### src/rtl/seq_accum_alu.sv
// Accumulator ALU: operand A from Data, operand B from the low half of the accumulator.
// Single-cycle ops complete at the accept edge; multiply runs one multiplier bit per cycle.
module seq_accum_alu #(
   parameter int WIDTH = 4
) (
   input  logic                 Clock,
   input  logic                 Reset,
   input  logic                 Go,
   input  logic [WIDTH-1:0]     Data,
   input  logic [2:0]           Function,
   output logic [2*WIDTH-1:0]   ALUout,
   output logic                 Busy,
   output logic                 Done,
   output logic                 Carry,
   output logic                 Zero
);

   localparam int CW = (WIDTH > 2) ? $clog2(WIDTH) : 1;

   typedef enum logic {IDLE, MUL} state_t;

   state_t               state_reg, state_next;
   logic [2*WIDTH-1:0]   alu_reg, alu_next;
   logic                 carry_reg, carry_next;
   logic                 done_reg, done_next;
   logic [2*WIDTH-1:0]   mcand_reg, mcand_next;
   logic [WIDTH-1:0]     mplier_reg, mplier_next;
   logic [2*WIDTH-1:0]   prod_reg, prod_next;
   logic [CW-1:0]        count_reg, count_next;

   logic [WIDTH-1:0]     b;
   logic [WIDTH:0]       sum;
   logic [WIDTH:0]       diff;
   logic [2*WIDTH-1:0]   partial;

   assign b       = alu_reg[WIDTH-1:0];
   assign sum     = {1'b0, Data} + {1'b0, b};
   assign diff    = {1'b0, Data} - {1'b0, b};
   assign partial = prod_reg + (mplier_reg[0] ? mcand_reg : '0);

   always_comb begin
      state_next  = state_reg;
      alu_next    = alu_reg;
      carry_next  = carry_reg;
      done_next   = 1'b0;
      mcand_next  = mcand_reg;
      mplier_next = mplier_reg;
      prod_next   = prod_reg;
      count_next  = count_reg;
      case (state_reg)
         IDLE: begin
            if (Go) begin
               case (Function)
                  3'b000: begin
                     alu_next   = {{(WIDTH-1){1'b0}}, sum};
                     carry_next = sum[WIDTH];
                     done_next  = 1'b1;
                  end
                  3'b001: begin
                     // Bit WIDTH of the widened difference is the borrow out.
                     alu_next   = {{WIDTH{diff[WIDTH-1]}}, diff[WIDTH-1:0]};
                     carry_next = diff[WIDTH];
                     done_next  = 1'b1;
                  end
                  3'b010: begin
                     alu_next  = {{WIDTH{b[WIDTH-1]}}, b};
                     done_next = 1'b1;
                  end
                  3'b011: begin
                     alu_next  = {{(2*WIDTH-1){1'b0}}, |{Data, b}};
                     done_next = 1'b1;
                  end
                  3'b100: begin
                     alu_next  = {{(2*WIDTH-1){1'b0}}, &{Data, b}};
                     done_next = 1'b1;
                  end
                  3'b101: begin
                     alu_next  = {Data, b};
                     done_next = 1'b1;
                  end
                  3'b110: begin
                     mcand_next  = {{WIDTH{1'b0}}, Data};
                     mplier_next = b;
                     prod_next   = '0;
                     count_next  = '0;
                     state_next  = MUL;
                  end
                  default: ;
               endcase
            end
         end
         MUL: begin
            prod_next   = partial;
            mcand_next  = mcand_reg << 1;
            mplier_next = mplier_reg >> 1;
            count_next  = count_reg + CW'(1);
            if (count_reg == CW'(WIDTH-1)) begin
               alu_next   = partial;
               carry_next = 1'b0;
               done_next  = 1'b1;
               state_next = IDLE;
            end
         end
         default: state_next = IDLE;
      endcase
   end

   always_ff @(posedge Clock) begin
      if (Reset) begin
         state_reg  <= IDLE;
         alu_reg    <= '0;
         carry_reg  <= 1'b0;
         done_reg   <= 1'b0;
         mcand_reg  <= '0;
         mplier_reg <= '0;
         prod_reg   <= '0;
         count_reg  <= '0;
      end else begin
         state_reg  <= state_next;
         alu_reg    <= alu_next;
         carry_reg  <= carry_next;
         done_reg   <= done_next;
         mcand_reg  <= mcand_next;
         mplier_reg <= mplier_next;
         prod_reg   <= prod_next;
         count_reg  <= count_next;
      end
   end

   assign ALUout = alu_reg;
   assign Carry  = carry_reg;
   assign Done   = done_reg;
   assign Busy   = (state_reg == MUL);
   assign Zero   = (alu_reg == '0);

endmodule
### config.mk
export PLATFORM = sky130hd
export DESIGN_NAME = seq_accum_alu
export DESIGN_NICKNAME = d
export VERILOG_FILES = /design/src/rtl/seq_accum_alu.sv
export SDC_FILE = /design/constraint.sdc
export NUM_CORES = 1
export LEC_CHECK = 0
export CORE_ASPECT_RATIO = 1.4
export CORE_MARGIN = 5
export CORE_UTILIZATION = 25
export CTS_CLUSTER_DIAMETER = 200
export DETAILED_ROUTE_END_ITERATION = 12
export GPL_TIMING_DRIVEN = 1
export HOLD_SLACK_MARGIN = 0.15
export SETUP_SLACK_MARGIN = 0.2
export SLEW_MARGIN = 10
export SYNTH_ARGS = -nofsm -noshare
export SYNTH_HDL_FRONTEND = slang
export SYNTH_SLANG_ARGS = --single-unit
### constraint.sdc
create_clock -name Clock -period 3.8 [get_ports Clock]
set_clock_uncertainty 0.2 [all_clocks]
set_input_delay 0.57 -clock Clock [delete_from_list [all_inputs] [get_ports Clock]]
set_output_delay 0.57 -clock Clock [all_outputs]
set_load 0.01 [all_outputs]
==> results.md, run 1 <==
* Starting DRT DRC Count at 156
* Post-synth top flop: dfxtp_1
* Synth Area per Inst at ~8.4 um2
* P_leak at 0.997 nW
* Syn-to-layout area delta at 23.4%
* Peak supply drop at about 0.25 mV
* Slew HR at 49.0%
* # IOs at 22
* GRT Total Usage at 12.2%
* Antenna diode count at 0
* Filler Cell Count at between 800 and 900
* Placeable core region at roughly 8000 um2
* Drc violations at 0
* Power Total at around 990 uW
* CTS Buf Count at 5
* Vias in the first global route at 1967
* Total of max-cap violations at 0
* Netlist Area Pre-Place at approximately 2100 um2
* H-tree depth at 2
* Final TNS setup at 0 ns
* Total number of vias at 2004
* Register bit total from synthesis at 33
* Final hold viol count at 0
* Placer congestion estimate at 0.825
* Hold buffers post-CTS at 0
* Die width at 87.7 um
* Synth Warn # at 0
* Hold Crit Class: flop to flop
* Sequential share of the synthesized area at between 30% and 40%
* WL final at 6040 um
* Clk root buf: clkbuf_16
* FFs w/ async S/R, synth at 0%
* Routed Antenna Nets at 0
* Final period utilization at 72.2%
* Share of cells above drive strength 1 at roughly 6.6%
* # port buffers at 21
* Die height at 119 um
* Status: completed
* Cell Pwr Density at 379 nW/um2
* PnR worst setup slack at between 1 and 1.5 ns
* Postcts setup bufs at 0
* Setup WS pre-CTS at 0.823 ns
* Slew at the pin closest to its max-slew limit at about 0.76 ns
* Crit end category: output port
* Post-synth EDFFs at 0
* Clock Tree Buf Depth at 2
* Max Fclk at 365 MHz
* Critical path class: flop to output port
* Clk_lat worst skew at roughly 0.28 ns
* Quantity of gates resized following cts at 0
* Synthesized Nets at 281
* RSZ-0062 raised after global routing: false
* CTS clk-pin slew, worst paths at 0.06 ns
* Initial Util at 25.8%
* Instance count of the mapped netlist at between 200 and 300
* Pre-antenna DRT Iters at 4
* Largest net degree at the start of global routing at 29
* Global-route wire length before repair at 9930 um
* Crit path DAT at 1.97 ns
* Initial antenna violation count at 0
* Clk sinks at 33
* DP HPWL at 4460 um
* Total die area at 10400 um2
* Min cycle time layout at 2.74 ns
* Nets@finish at 300
* Final setup violation count at 0
* Final Max Tran Viols at 0
* Critical Path Fanout Max at 8
* Vias per Instance at 5.36
* Worst EP required at 3.03 ns
* Rows at 39
* Startpoint types: flop
* Netlist cell types at 53
* DR WL/cell at 16.2 um
* CTS tree: built
* Overflow after GRT at 0
cell families after synthesis:
| group | synth area share [%] |
|---|---|
| fa+ha+maj | 12.3 |
| buf+inv | 4.56 |
| simple gates | 23.3 |
| compound gates | 25.9 |
| mux | 1.42 |
| flops | 31.3 |
| xor+xnor | 1.24 |
layout by cell type (no fill, tap or decap), types with 4 or more instances in the layout:
cell type,n
a22oi_1,9
nor2b_1,6
nor2_1,25
a211oi_1,5
nor4_1,7
clkbuf_16,5
buf_4,4
dfxtp_1,33
o21ai_0,14
a21oi_1,13
ha_1,16
clkdlybuf4s50_1,21
inv_1,12
nand2_1,16
and2_1,12
a222oi_1,6
layout make-up:
type	instances	area [um2]	share of cell area [%]
well taps	102	128	4.89
clock inverters	1	30.0	1.15
clock buffers	7	143	5.47
multi-input cells	194	1360	52.2
inverters	12	45.0	1.73
repair buffers	25	240	9.21
flip-flops and latches	33	661	25.3
power by group:
group / switching, mW / total, mW / internal, mW
clock: 0.151 / 0.479 / 0.327
sequential: 0.0131 / 0.368 / 0.355
combinational: 0.0780 / 0.141 / 0.0634
per-layer routing:
layer,GRT usage (%),vias up,routed length [um]
li1,-,990,-
met1,13.9,948,2440
met5,0,-,0
met3,2.71,8,342
met2,21.2,58,3140
met4,5.18,0,112
cells in the mapped netlist (7+ instances only):
master    count  area, um2
clkbuf_1     10       37.5
ha_1         16        200
nor2_1       25       93.8
nor4_1        7       43.8
and2_1       12       75.1
a22oi_1       9       67.6
o21ai_0      14       70.1
nand2_1      16       60.1
dfxtp_1      33        661
inv_1        12       45.0
a21oi_1      13       65.1
worst paths after layout:
kind / startpoint / end / slack (ns) / depth (start not counted)
max reg2reg: mplier_reg[0] / ALUout[4] / 1.22 / 8
min reg2reg: prod_reg[3] / prod_reg[3] / 0.26 / 2
min: prod_reg[3] / prod_reg[3] / 0.26 / 2
max: ALUout[3] / Zero / 1.06 / 3
through the flow:
| step | area (um2) | utilization (%) | hold WS, ns | std cells |
|---|---|---|---|---|
| 6_report | 2610 | 31.8 | 0.260 | 374 |
| 5_1_grt | 2610 | 31.8 | 0.277 | 374 |
| 4_1_cts | 2610 | 31.8 | 0.262 | 374 |
| 3_5_place_dp | 2440 | 29.7 | 0.252 | 366 |
| 3_3_place_gp | 2440 | 29.7 | 0.251 | 366 |
| 2_1_floorplan | 2110 | - | 0.241 | 252 |
critical path, cell delays in order, from the launching register on:
cell and delay [ns]:
dfxtp_1 0.39, or4_1 0.63, nor2_1 0.13, clkdlybuf4s50_1 0.54
Note: power is estimated with default switching activity, not from simulation.
==> inputs of run 2 (changes only) <==
==> constraint.sdc (replaced) <==
create_clock -name Clock -period 2.8 [get_ports Clock]
set_clock_uncertainty 0.2 [all_clocks]
set_input_delay 0.42 -clock Clock [delete_from_list [all_inputs] [get_ports Clock]]
set_output_delay 0.42 -clock Clock [all_outputs]
set_load 0.01 [all_outputs]
==> run 2 against run 1 <==
  * Sequential cell count unchanged
  * Critical path depth unchanged
  * Via count increased by 3.0%
  * Critical endpoint unchanged
==> results.md, run 2 (synthesis gave the netlist of run 1 again) <==
* Final std cells w/o fill at 383 (+2.4%)
* CTS Buf Count at 5 (unchanged)
* Power Total at 1.35 mW (+37%)
* Slew at the pin closest to its max-slew limit at 0.551 ns (-0.213 ns)
* CTS clk-pin slew, worst paths at 0.06 ns (about the same)
* Final Max Tran Viols at 0 (unchanged)
* Clk_lat worst skew at 0.28 ns (about the same)
* # port buffers at 21 (unchanged)
* Total die area at 10400 um2 (unchanged)
* Flop pwr share at 36.7% (-0.6 points)
* WL final at 6160 um (+1.9%)
* Internal Power at 1.03 mW (+37%)
* Largest net degree at the start of global routing at 28 (-3.4%)
* Worst EP required at 2.18 ns (-0.85 ns)
* P_leak at 1.06 nW (+6.6%)
* Critical Path Fanout Max at 7 (-1)
* Vias in the first global route at 2109 (+7.2%)
* Post-placement cell count at 375 (+2.5%)
* Final setup violation count at 0 (unchanged)
* GRT Total Usage at 12.4% (+0.21 points)
* Die width at 87.7 um (unchanged)
* Number of stages on the worst hold path at 2 (unchanged)
* Crit end category: output port
* Drc violations at 0 (unchanged)
* Die height at 119 um (unchanged)
* Initial Util at 25.8% (unchanged)
* Clock Tree Buf Depth at 2 (unchanged)
* Commonest cells after routing, fill and taps aside: dfxtp_1 (32), nor2_1 (25), clkdlybuf4s50_1 (19), nand2_1 (16), ha_1 (16)
* R2r setup slk at 0.32 ns (-0.90 ns)
* Min cycle time layout at about 2.5 ns
* Register Area at 662 um2 (+0.19%)
* Syn-to-layout area delta at 27.9%
* Total number of vias at 2064 (+3.0%)
* Status: completed
* RSZ-0062 raised after global routing: false
* Rows at 39 (unchanged)
* Clock power share at 47.6% (-0.8 points)
* Clk root buf: clkbuf_16
* Crit path DAT at 1.89 ns (-0.08 ns)
* DP HPWL at 4680 um (+5.0%)
* Comb pwr share at 15.7% (+1.4 points)
* Routed Antenna Nets at 0 (unchanged)
* Startpoint types: flop
* Worst Hold Launch: prod_reg[3]
* Overflow after GRT at 0 (unchanged)
* H-tree depth at 2 (unchanged)
* DR WL/cell at 16.1 um (-0.51%)
* Net Switching at 329 uW (+36%)
* Antenna diode count at 0 (unchanged)
* Area taken by multi-input logic gates at 1380 um2 (+1.5%)
* Final period utilization at 89.5%
* Filler Cell Count at 867 (+1.6%)
* Pre-antenna DRT Iters at 4 (unchanged)
* Placer congestion estimate at 0.858 (+4.0%)
* Worst R2R End: ALUout[4]
* Hold Path Sink: prod_reg[3]
* Hold Crit Class: flop to flop
* FF-to-FF Start: mcand_reg[0]
* Postcts setup bufs at 0 (unchanged)
* Share of cells above drive strength 1 at 11.7% (+5.1 points)
* Most common cell after layout, fill and taps aside: dfxtp_1
* Switching share of power at 24.3% (-0.24 points)
* Clk sinks at 33 (unchanged)
* Starting DRT DRC Count at 114 (-27%)
* Slew HR at 63.1% (+14 points)
* Initial antenna violation count at 0 (unchanged)
* R2r worst-path depth at 8 (unchanged)
* Nets@finish at 309 (+3.0%)
* Max Fclk at 399 MHz
* Final hold viol count at 0 (unchanged)
* Cell Pwr Density at 501 nW/um2 (+32%)
* Peak supply drop at 0.191 mV (-22%)
* Placeable core region at 8200 um2 (unchanged)
* Global-route wire length before repair at 10100 um (+2.0%)
* Vias per Instance at 5.39 (+0.57%)
* Total of max-cap violations at 0 (unchanged)
* # IOs at 22 (unchanged)
* CTS tree: built
* Critical path class: flop to output port
-- run 2: cell type report --
| class | count | area share (%) |
|---|---|---|
| clock buffer | 7 | 5.28 |
| multi-input combinational | 194 | 51.2 |
| sequential | 33 | 24.5 |
| inverter | 12 | 1.67 |
| tap | 102 | 4.72 |
| clock inverter | 1 | 1.11 |
| timing repair buffer | 34 | 11.6 |
-- run 2: power groups by stage --
stage,clock network [mW],logic (mW),registers (mW)
after global routing,0.675,0.233,0.499
after floorplan,0,0.111,0.507
after detailed placement,0,0.208,0.507
after CTS,0.662,0.211,0.497
after global placement,0,0.206,0.506
final,0.644,0.213,0.497
-- run 2: per-stage QoR --
stage | hold slack [ns] | area (um2) | TNS [ns] | setup slack [ns] | util (%)
global route | 0.292 | 2700 | 0 | 0.204 | 33.0
detailed placement | 0.259 | 2500 | -0.0303 | -0.0303 | 30.5
CTS | 0.271 | 2680 | 0 | 0.251 | 32.7
finish | 0.266 | 2700 | 0 | 0.293 | 33.0
global placement | 0.250 | 2500 | 0 | 0.0852 | 30.5
floorplan | 0.241 | 2110 | 0 | 0.526 | -
-- run 2: how the worst max path moves through the flow --
| stage | from | end | cells after the start |
|---|---|---|---|
| 5_1_grt | mplier_reg[0] | ALUout[7] | 8 |
| 4_1_cts | Data[0] | ALUout[2] | 7 |
| 2_1_floorplan | mplier_reg[0] | ALUout[4] | 8 |
| 3_5_place_dp | Data[0] | ALUout[2] | 7 |
| 3_3_place_gp | Data[0] | Carry | 9 |
| 6_report | ALUout[1] | Zero | 3 |
-- run 2: worst max-delay path, cell delays in order, from the launching register on --
cell and delay [ns]:
dfxtp_1 0.40, or4_4 0.55, nor2_1 0.12, clkdlybuf4s50_1 0.54
-- run 2: repair_timing --
action	4_1_cts	5_1_grt
endpoints found under the hold margin	0	0
hold buffers	0	0
endpoints found under the setup margin	1	5
gates resized for setup	1	7
pin swaps	0	1
-- run 2: per-layer routing --
layer / share of wire (%) / vias up / global-route usage, % / routed length [um]
li1: - / 1004 / - / -
met1: 41 / 983 / 13.9 / 2510
met5: 0 / - / 0 / 0
met2: 50 / 57 / 20.8 / 3080
met4: 4.1 / 0 / 7.01 / 254
met3: 5.0 / 20 / 2.99 / 310
